## config.mk

```make
export PLATFORM = sky130hd
export DESIGN_NAME = mod_counter
export DESIGN_NICKNAME = d
export VERILOG_FILES = /design/src/rtl/counter_pkg.sv /design/src/rtl/counter_prescaler.sv /design/src/rtl/mod_counter.sv
export SDC_FILE = /design/constraint.sdc
export NUM_CORES = 1
export LEC_CHECK = 0
export ABC_AREA = 1
export CAP_MARGIN = 20
export CORE_UTILIZATION = 53
export DETAILED_ROUTE_END_ITERATION = 16
export PLACE_DENSITY = 0.81
export SLEW_MARGIN = 10
export SYNTH_ARGS = -nofsm -noshare
export SYNTH_HDL_FRONTEND = slang
export SYNTH_HIERARCHICAL = 1
export SYNTH_SLANG_ARGS = --single-unit
```

## constraint.sdc

```tcl
create_clock -name clock -period 2.59 [get_ports clock]
set_input_delay 0.518 -clock clock [delete_from_list [all_inputs] [get_ports clock]]
set_output_delay 0.518 -clock clock [all_outputs]
set_load 0.01 [all_outputs]
```

## src/rtl/counter_pkg.sv

```systemverilog
// Shared constants for mod_counter: run-mode encodings and direction values.
package counter_pkg;

    typedef enum logic [1:0] {
        MODE_WRAP    = 2'b00,
        MODE_SAT     = 2'b01,
        MODE_ONESHOT = 2'b10,
        MODE_RSVD    = 2'b11
    } mode_e;

    localparam logic DIR_UP = 1'b1;
    localparam logic DIR_DN = 1'b0;

endpackage

```

## src/rtl/counter_prescaler.sv

```systemverilog
// Divides enabled cycles by PRESCALE. tick is high on the enabled cycle in which
// the phase counter sits at PRESCALE-1; clear restarts the phase at 0.
module counter_prescaler #(
    parameter int PRESCALE = 4
) (
    input  logic clock,
    input  logic reset,
    input  logic clear,
    input  logic enable,
    output logic tick
);

    localparam int unsigned CW = (PRESCALE > 1) ? $clog2(PRESCALE) : 1;
    localparam logic [CW-1:0] LAST = CW'(PRESCALE - 1);

    logic [CW-1:0] cnt_q;
    logic [CW-1:0] cnt_d;

    assign tick = enable && (cnt_q == LAST);

    // Next phase: clear wins, enable advances, otherwise frozen.
    always_comb begin
        cnt_d = cnt_q;
        if (clear) begin
            cnt_d = '0;
        end else if (enable) begin
            cnt_d = (cnt_q == LAST) ? '0 : cnt_q + CW'(1);
        end
    end

    // Phase register with synchronous reset.
    always_ff @(posedge clock) begin
        if (reset) begin
            cnt_q <= '0;
        end else begin
            cnt_q <= cnt_d;
        end
    end

endmodule

```

## src/rtl/mod_counter.sv

```systemverilog
// Parametrised up/down counter with load and wrap/saturate/one-shot modes.
// Optional build macro: COUNTER_PRESCALE_EN (steps only every PRESCALE enabled cycles).
module mod_counter
    import counter_pkg::*;
#(
    parameter int WIDTH     = 8,
    parameter int MAX_VAL   = 2**WIDTH - 1,
    parameter int RESET_VAL = 0,
    parameter int PRESCALE  = 4
) (
    input  logic             clock,
    input  logic             reset,
    input  logic             enable,
    input  logic             up_down,
    input  logic             load,
    input  logic [WIDTH-1:0] load_value,
    input  logic [1:0]       mode,
    output logic [WIDTH-1:0] counter_out,
    output logic             tc,
    output logic             at_limit,
    output logic             done
);

    localparam logic [WIDTH-1:0] MAX_V   = WIDTH'(MAX_VAL);
    localparam logic [WIDTH-1:0] RESET_V = WIDTH'(RESET_VAL);

    // Elaboration-time parameter sanity checks.
    if (WIDTH < 2) begin : g_bad_width
        $error("mod_counter: WIDTH must be >= 2");
    end
    if (MAX_VAL < 1 || MAX_VAL > 2**WIDTH - 1) begin : g_bad_max
        $error("mod_counter: MAX_VAL out of range");
    end
    if (RESET_VAL < 0 || RESET_VAL > MAX_VAL) begin : g_bad_reset
        $error("mod_counter: RESET_VAL out of range");
    end
    if (PRESCALE < 1) begin : g_bad_prescale
        $error("mod_counter: PRESCALE must be >= 1");
    end

    logic [WIDTH-1:0] cnt_q, cnt_d;
    logic             tc_q, tc_d;
    logic             lim_q, lim_d;
    logic             done_q, done_d;

    logic             pre_tick;
    logic             step;
    logic [WIDTH-1:0] bnd;
    logic [WIDTH-1:0] load_clamped;
    mode_e            mode_sel;

`ifdef COUNTER_PRESCALE_EN
    counter_prescaler #(
        .PRESCALE (PRESCALE)
    ) u_prescaler (
        .clock  (clock),
        .reset  (reset),
        .clear  (load),
        .enable (enable),
        .tick   (pre_tick)
    );
`else
    assign pre_tick = 1'b1;
`endif

    assign mode_sel     = mode_e'(mode);
    assign bnd          = (up_down == DIR_UP) ? MAX_V : '0;
    assign load_clamped = (load_value > MAX_V) ? MAX_V : load_value;
    // A set done flag blocks every step, whatever the current mode.
    assign step         = enable && !load && pre_tick && !done_q;

    // Next-state: load > step > hold; at_limit compares the next value.
    always_comb begin
        cnt_d  = cnt_q;
        tc_d   = 1'b0;
        done_d = done_q;
        if (load) begin
            cnt_d  = load_clamped;
            done_d = 1'b0;
        end else if (step) begin
            case (mode_sel)
                MODE_SAT, MODE_ONESHOT: begin
                    if (cnt_q != bnd) begin
                        cnt_d = (up_down == DIR_UP) ? cnt_q + WIDTH'(1) : cnt_q - WIDTH'(1);
                        if (cnt_d == bnd) begin
                            tc_d = 1'b1;
                            if (mode_sel == MODE_ONESHOT) begin
                                done_d = 1'b1;
                            end
                        end
                    end
                end
                default: begin
                    if (up_down == DIR_UP) begin
                        if (cnt_q == MAX_V) begin
                            cnt_d = '0;
                            tc_d  = 1'b1;
                        end else begin
                            cnt_d = cnt_q + WIDTH'(1);
                        end
                    end else begin
                        if (cnt_q == '0) begin
                            cnt_d = MAX_V;
                            tc_d  = 1'b1;
                        end else begin
                            cnt_d = cnt_q - WIDTH'(1);
                        end
                    end
                end
            endcase
        end
        lim_d = (cnt_d == bnd);
    end

    // Output registers with synchronous reset; at_limit resets assuming up direction.
    always_ff @(posedge clock) begin
        if (reset) begin
            cnt_q  <= RESET_V;
            tc_q   <= 1'b0;
            lim_q  <= (RESET_V == MAX_V);
            done_q <= 1'b0;
        end else begin
            cnt_q  <= cnt_d;
            tc_q   <= tc_d;
            lim_q  <= lim_d;
            done_q <= done_d;
        end
    end

    assign counter_out = cnt_q;
    assign tc          = tc_q;
    assign at_limit    = lim_q;
    assign done        = done_q;

endmodule

```

Word-level counts from Yosys, hierarchy flattened
Index checks and enable logic that the tools add are counted.
{"block": "classes", "addsub": 2, "n_lt_le_gt_ge": 1, "eq_ne": 6, "mux": 16, "bitwise_logic": 1, "reduce_logical": 9}
{"operator": "8-bit 2-to-1 mux", "count": 10}
{"operator": "8-bit equality test", "count": 2}
{"operator": "8-bit by 1-bit adder with 8-bit output, second input constant", "count": 1}
{"operator": "8-bit equality test, second input constant", "count": 1}
{"operator": "8-bit greater-than comparator, second input constant", "count": 1}
{"operator": "8-bit zero test", "count": 1}
{"operator": "8-bit inequality test", "count": 1}
{"operator": "8-bit by 1-bit subtractor with 8-bit output, second input constant", "count": 1}
{"operator": "1-bit 2-to-1 mux", "count": 6}
{"operator": "5-bit AND reduction", "count": 1}
{"operator": "2-bit OR reduction", "count": 2}
{"operator": "3-bit OR reduction", "count": 1}
{"operator": "2-bit by 1-bit equality test with 1-bit output, second input constant", "count": 1}
{"operator": "2-bit equality test, second input constant", "count": 1}
{"operator": "1-bit logical AND", "count": 2}
{"operator": "1-bit zero test", "count": 2}
{"operator": "1-bit inverter", "count": 1}
{"block": "word_totals", "regBits": 11, "output_inout_bits": 11, "wordCells": 39}

Logic depth before layout (Yosys ltp)
Gate-level depths: netlist of run 1.
{"block": "logic_depth", "depth_word": 7, "mapped_depth": 16, "ltp_nobuf": 16}

Least setup slack after synthesis of run 1
Ideal clock, no wire load.
{"block": "synth_path", "path_type": "input port to flip-flop", "from": "input port up_down", "to": "register lim_q, in the netlist at_limit", "setup_time_ns": 0.112, "t_arrival_ns": 1.969, "path_slack_ns": 0.509, "stages": 13, "path_buffers": 1, "path_cell_list": "buf_2 -> clkinv_1 -> ha_1 -> inv_1 -> nand2_2 -> nand2_1 -> inv_1 -> nand2_1 -> nand3b_1 -> a21oi_1 -> nor2_1 -> nand2_1 -> nand2_1"}
{"block": "synth_via", "elab_chain_cells": 7, "elab_cells_between_ends": 9, "cone_classes": "eq/ne: 2; mux: 7"}
{"item": "from (decl)", "line_no": "mod_counter.sv:14", "text": "input logic up_down,"}
{"item": "8-bit 2-to-1 mux", "line_no": "mod_counter.sv:67", "text": "assign bnd = (up_down == DIR_UP) ? MAX_V : '0;"}
{"item": "8-bit inequality test", "line_no": "mod_counter.sv:83", "text": "if (cnt_q != bnd) begin"}
{"item": "8-bit 2-to-1 mux", "line_no": "mod_counter.sv:83"}
{"item": "8-bit 2-to-1 mux", "line_no": "mod_counter.sv:81", "text": "case (mode_sel)"}
{"item": "8-bit 2-to-1 mux", "line_no": "mod_counter.sv:80", "text": "end else if (step) begin"}
{"item": "8-bit 2-to-1 mux", "line_no": "mod_counter.sv:77", "text": "if (load) begin"}
{"item": "8-bit equality test (*)", "line_no": "mod_counter.sv:112", "text": "lim_d = (cnt_d == bnd);"}
{"item": "to (signal assigned)", "line_no": "mod_counter.sv:120", "text": "lim_q <= (RESET_V == MAX_V);"}
{"item": "to (signal assigned)", "line_no": "mod_counter.sv:125", "text": "lim_q <= lim_d;"}
{"item": "to (decl)", "line_no": "mod_counter.sv:43", "text": "logic lim_q, lim_d;"}
Mark *: on every way between the ends. The rest lies on a longest branch, timed or not.
A chain may end at the register's enable or synchronous reset.

Final worst setup path of run 1
Same ends and word-level chain as after synthesis.

==> results by group, run 1 <==
STA
  • Max-slew violation count: 0
  • Setup violators final: 0
  • Slew @ Worst Pin: 0.5707 ns
  • Final TNS setup: 0 ns
  • Worst Clk Skew: 0.0006201 ns
  • RSZ-0062 raised after global routing: false
  • Final hold violations: 0
  • Period Utilization, post-route: 0.8677
  • Min Tclk post-route: 2.247 ns
  • FMAX: 445.0 MHz
  • Worst relative slew slack: 0.6190

Global route
  • Global routing usage on met2: 0.5082
  • Total GRT Usage: 0.3163
  • Largest net degree at the start of global routing: 18
  • GRT overflow: 0
  • Vias in the first global route: 1502
  • Initial antenna violation count: 0
  • Met3 usage: 0.04802
  • First-pass GRT wire length: 6699 um
  • Global routing met1 resource utilization: 0.4609
  • Grt peak-use layer: met2

Pwr
  • Sequential Power Share: 0.319
  • Internal power: 374.7 uW
  • PwrDens: 364.1 nW/um2
  • Leakage: 0.8999 nW
  • Gate power share: 0.496
  • Clock power share: 0.185
  • Psw: 280.3 uW
  • Sw Share: 0.4280
  • IR drop worst, VDD: 454.8 uV

Place
  • Placed instance count: 330
  • Routability cong.: 0.9840
  • Dpl hpwl: 3296 um
  • Buffers on Ports: 25

Critical path
  • CP required: 2.81 ns
  • Crit path capture type: flip-flop
  • Critical Path Slowest Stage Cell: clkdlybuf4s50_1
  • Worst reg2reg setup slack: 0.41 ns
  • Crit path capture: at_limit
  • Crit path depth: 14
  • WP data arrival: 2.47 ns
  • CP top delay family: simple AND/OR/NAND/NOR gates
  • Crit path from: up_down
  • R2R Path End: at_limit
  • R2r worst-path depth: 14
  • Worst Setup Start Kind: input port
  • Worst R2R Start: counter_out[0]
  • Worst Path Max Fanout: 7
  • Crit Path Class: input port to flip-flop
  • Critical-path cell list: clkdlybuf4s50_1 > clkinv_1 > ha_1 > inv_1 > nand2_2 > nand3_1 > nand2_1 > nand2_1 > nand2_1 > nand2_1 > nand3_1 > nor2_1 > nand2_1 > nand2_1
  • Worst Path Buf+Inv: 3
  • Worst path most repeated cell: nand2_1
  • Critical Path Max Stage Delay: 0.53 ns

Synth
  • Syn. warnings: 6
  • Share of the synthesized area in the top cell type: 0.2533
  • Cell count after synthesis: 272
  • Register bit total from synthesis: 11
  • Area contributors post-synth: nand2_1 (25%), dfxtp_1 (15%), nand3_1 (12%)
  • Top cells by count, synth: nand2_1 (97), nor2_1 (40), nand3_1 (34)
  • EDFF count, synth: 0
  • Post-synthesis sequential area ratio: 0.1532
  • Most numerous cell in the Yosys netlist: nand2_1
  • Mapped Nets: 293
  • Asr flop ratio synth: 0
  • Ys flop type: dfxtp_1
  • Synthesized cell area: 1438 um2
  • Yosys cell types: 29
  • Yosys top cell by area: nand2_1
  • Syn Area/Cell: 5.285 um2

CTS
  • CTS Sinks: 11
  • Latest clock arrival within the worst-skew pair: 0.27 ns
  • CTS root buf: clkbuf_4
  • Post-CTS Setup Repair Bufs: 0
  • Max Root-Sink Buffers: 2
  • Num CTS Buffers: 3
  • Clock slew at reported path FFs: 0.07 ns
  • TritonCTS clock tree: done
  • CTS Hold Buffers Added: 0
  • H-tree depth: 1
  • Resized cells post-CTS: 0

Run
  • Max-Cap Viols: 0

Floorplan
  • Die area: 2925 um2
  • Core area: 2522 um2
  • Top-level I/O count: 26
  • Chip width: 54.08 um
  • Placement Rows: 18
  • Die H: 54.08 um
  • Starting Density: 0.5699

Finish
  • Area Growth Syn to Fin: 25.15%
  • Ratio of cells with drive above 1 in the final layout: 0.08224
  • Diode count: 0
  • Final Util: 0.7133
  • Post-route insts no fill: 334
  • Final layout net count: 326

Routing
  • DRT antenna net count: 0
  • Total number of vias: 1797
  • WL/cell: 12.54 um
  • Post-Route WL: 4190 um
  • Initial DRC count: 71
  • DRC: 0
  • Via density: 5.380
  • Drt first pass iters: 4

Outcome
  • Status: finished clean

Hold path
  • HP Class: flip-flop to flip-flop
==> sequential cells by signal (all words and copies together) (netlist names) <==
| signal | count |
|---|---|
| tc | 1 |
| at_limit | 1 |
| counter_out | 8 |
| done | 1 |
==> worst register-to-register path: stages, from the launching register on <==
cell and delay [ns]:
dfxtp_1 0.54, inv_1 0.19, ha_1 0.24, nor3b_2 0.17, nand3_1 0.20, nand2_1 0.08
nand2_1 0.06, nand2_1 0.07, nand2_1 0.10, nand2_1 0.06, nand2_1 0.09, nand3_1 0.11
nor2_1 0.12, nand2_1 0.05, nand2_1 0.05
==> power by group through the flow <==
stage                     clock (mW)  combinational (mW)  sequential [mW]
after floorplan                    0               0.217            0.204
after global placement             0               0.318            0.212
after detailed placement           0               0.319            0.212
after CTS                      0.120               0.321            0.208
after global routing           0.132               0.367            0.210
final                          0.121               0.325            0.209
==> area by class of cell <==
type	count	area [um2]
Inverter	33	123.9
Timing Repair Buffer	34	330.3
Tap cell	30	37.54
Sequential cell	11	220.2
Fill cell	239	723.2
Clock buffer	4	26.28
Multi-Input combinational cell	222	1061
==> metrics by stage <==
stage | area, um2 | setup WS (ns) | hold WS [ns] | power (mW)
after floorplan | 1438 | 0.5087 | 0.4889 | 0.4209
after global placement | 1768 | 0.09637 | 0.4676 | 0.5294
after detailed placement | 1768 | 0.06092 | 0.4655 | 0.5311
after CTS | 1794 | 0.3482 | 0.4807 | 0.6490
after global routing | 1799 | 0.1392 | 0.5022 | 0.7087
final | 1799 | 0.3426 | 0.4790 | 0.6550
==> cells by family (layout without fill, tap and decap cells) <==
kind of cell,count (synthesis),after routing,synth area share
AND/OR/NAND/NOR,193,193,0.5875
buffers and inverters,39,71,0.1123
AO/OA/AOI/OAI,21,21,0.08268
flip-flops,11,11,0.1532
adder cells (fa/ha/maj),6,6,0.05222
XOR/XNOR,2,2,0.01219
==> layout by cell type (no fill, tap or decap), types with 2 or more instances in the layout <==
cell type	n
clkbuf_4	3
a21oi_1	13
nand3b_1	4
inv_1	29
nand3_1	34
nand2_2	5
nor2_2	2
clkdlybuf4s50_1	25
ha_1	6
nand4_1	6
o21bai_1	2
o21ai_0	3
buf_4	8
nor2_1	40
nand2_1	97
dfxtp_1	11
clkinv_1	3
==> routing by layer <==
layer  wire length (um)  part of all wire
met1               2073              0.49
met2               1832              0.44
met3                268             0.064
met4                 16            0.0038
met5                  0                 0
==> worst min-delay path by stage <==
stage          cells past startpoint  slack, ns  start   end
2_1_floorplan                      2       0.49   done  done
3_3_place_gp                       2       0.47   done  done
3_5_place_dp                       2       0.47   done  done
4_1_cts                            2       0.48   done  done
5_1_grt                            2       0.50   done  done
6_report                           2       0.48   done  done
(Power assumes the default switching activity.)
==> inputs of run 2 (changes only) <==
GPL_TIMING_DRIVEN = 0   (was unset)
==> results by group, run 2 (synthesis gave the netlist of run 1 again) <==
Outcome
  • Status: finished clean

STA
  • Final TNS setup: 0 ns (unchanged)
  • Period Utilization, post-route: 0.9339 (+0.06611)
  • Setup violators final: 0 (unchanged)
  • Worst Clk Skew: 0.01092 ns (+0.01030 ns)
  • Final hold violations: 0 (unchanged)
  • Max-slew violation count: 0 (unchanged)
  • Min Tclk post-route: 2.419 ns (+0.1712 ns)
  • FMAX: 413.4 MHz (-7.1%)
  • RSZ-0062 raised after global routing: false
  • Hold Worst Slack: 0.4776 ns (-0.001401 ns)
  • Worst relative slew slack: 0.7414 (+0.1224)
  • Slew @ Worst Pin: 0.3874 ns (-0.1833 ns)
  • Final worst slack: 0.1713 ns (-0.1712 ns)

Routing
  • Drt first pass iters: 4 (unchanged)
  • DRT antenna net count: 0 (unchanged)
  • Initial DRC count: 99 (+39%)
  • DRC: 0 (unchanged)
  • Post-Route WL: 4072 um (-2.8%)
  • Total number of vias: 1808 (+0.61%)
  • WL/cell: 12.27 um (-2.2%)
  • Via density: 5.446 (+1.2%)

Pwr
  • Sequential Power Share: 0.311 (-0.008)
  • Psw: 280.1 uW (about the same)
  • Sw Share: 0.4306 (+0.002640)
  • Clock power share: 0.189 (+0.004)
  • Leakage: 0.8811 nW (-2.1%)
  • PwrDens: 368.9 nW/um2 (+1.3%)
  • Gate power share: 0.500 (+0.004)
  • Internal power: 370.3 uW (-1.2%)
  • IR drop worst, VDD: 417.0 uV (-8.3%)

Hold path
  • HP Class: flip-flop to flip-flop

Place
  • Buffers on Ports: 23 (-8.0%)
  • Routability cong.: 0.9208 (-6.4%)
  • Place WS: -0.3352 ns (-0.3961 ns)
  • Placed cell area: 1705 um2 (-3.5%)
  • Dpl hpwl: 3246 um (-1.5%)

CTS
  • CTS root buf: clkbuf_4
  • Latest clock arrival within the worst-skew pair: 0.28 ns (about the same)
  • Clock slew at reported path FFs: 0.08 ns (about the same)
  • CTS Sinks: 11 (unchanged)
  • Max Root-Sink Buffers: 2 (unchanged)
  • TritonCTS clock tree: done
  • CTS Hold Buffers Added: 0 (unchanged)
  • H-tree depth: 1 (unchanged)
  • Num CTS Buffers: 3 (unchanged)

Critical path
  • Critical-path cell list: clkdlybuf4s50_1 > inv_1 > ha_1 > buf_2 > clkinvlp_4 > buf_4 > nand3_1 > nor2_1 > nand2_1 > nor4b_2 > nand3b_1 > a21oi_1
  • Critical Path Slowest Stage Cell: clkdlybuf4s50_1
  • WP data arrival: 2.64 ns (+0.17 ns)
  • Worst Setup Start Kind: input port
  • Worst reg2reg setup slack: 0.40 ns (about the same)
  • Crit Path Class: input port to flip-flop
  • Crit path capture type: flip-flop
  • Worst Path Max Fanout: 10 (+3)
  • CP required: 2.81 ns (about the same)
  • Critical Path Max Stage Delay: 0.45 ns (-0.08 ns)

Global route
  • Total GRT Usage: 0.3032 (-0.01312)
  • Global routing usage on met2: 0.5021 (-0.006173)
  • Largest net degree at the start of global routing: 11 (-7)
  • First-pass GRT wire length: 6375 um (-4.8%)
  • Met3 usage: 0.05650 (+0.008475)
  • Grt peak-use layer: met2
  • Vias in the first global route: 1440 (-4.1%)
  • Global routing met1 resource utilization: 0.4129 (-0.04796)
  • GRT overflow: 0 (unchanged)
  • Initial antenna violation count: 0 (unchanged)

Floorplan
  • Starting Density: 0.5699 (unchanged)
  • Die H: 54.08 um (unchanged)
  • Top-level I/O count: 26 (unchanged)
  • Placement Rows: 18 (unchanged)
  • Chip width: 54.08 um (unchanged)
  • Die area: 2925 um2 (unchanged)
  • Core area: 2522 um2 (unchanged)

Run
  • Max-Cap Viols: 0 (unchanged)

Finish
  • Area Growth Syn to Fin: 22.63%
  • Final layout net count: 324 (-0.61%)
  • Final instance area: 1763 um2 (-2.0%)
  • Leading cell type in the layout, fill and taps excluded: nand2_1
  • Final Util: 0.6989 (-0.01438)
  • Commonest non-fill, non-tap cells in the layout: nand2_1 (97), nor2_1 (40), nand3_1 (34)
  • Diode count: 0 (unchanged)
  • Ratio of cells with drive above 1 in the final layout: 0.08278 (+0.0005446)
  • Max FFs per register: 8 (unchanged)
[run 2: cell count changes in the layout (fill, tap and decap cells not counted), sizes merged]
cell	previous run	this run
buf	9	7
inv	30	31
clkdlybuf4s50	25	23
clkbuf	4	6
clkinv	3	1
clkinvlp	0	1
[run 2: worst max-delay path, delay by kind of cell]
| family | cells | cell delay (ns) |
|---|---|---|
| AO/OA/AOI/OAI | 1 | 0.14 |
| adder cells (fa/ha/maj) | 1 | 0.27 |
| buffers and inverters | 5 | 0.91 |
| AND/OR/NAND/NOR | 5 | 0.78 |
[run 2: power groups by stage]
stage / registers [mW] / clock network, mW / logic [mW]
after global routing: 0.203 / 0.132 / 0.367
after floorplan: 0.204 / 0 / 0.217
after CTS: 0.202 / 0.122 / 0.311
after detailed placement: 0.206 / 0 / 0.310
after global placement: 0.206 / 0 / 0.308
final: 0.202 / 0.123 / 0.325
[run 2: metrics by stage]
| stage | std cells | total power, mW |
|---|---|---|
| after floorplan | 272 | 0.4209 |
| after global placement | 325 | 0.5136 |
| after detailed placement | 325 | 0.5154 |
| after CTS | 329 | 0.6349 |
| after global routing | 332 | 0.7017 |
| final | 332 | 0.6504 |
[run 2: worst paths after layout]
check / from / endpoint / depth (start not counted)
setup / recovery: mode[0] / done / 12
hold / removal: done / done / 2
setup reg to reg: counter_out[1] / at_limit / 14
hold reg to reg: done / done / 2
[run 2: metal layers]
metal	wire, um	share of wire
met1	1840	0.45
met2	1807	0.44
met3	378	0.093
met4	45	0.011
met5	0	0
[run 2: timing repair]
| action | in CTS | in global routing |
|---|---|---|
| endpoints found under the setup margin | 1 | 1 |
| buffers inserted | 0 | 3 |
| gates resized for setup | 1 | 3 |
[run 2: layout make-up]
type | instances | area (um2)
Fill cell | 253 | 759.5
Tap cell | 30 | 37.54
Sequential cell | 11 | 220.2
Buffer | 6 | 40.04
Multi-Input combinational cell | 222 | 1056
Timing Repair Buffer | 26 | 252.7
Inverter | 33 | 130.1
Clock buffer | 4 | 26.28
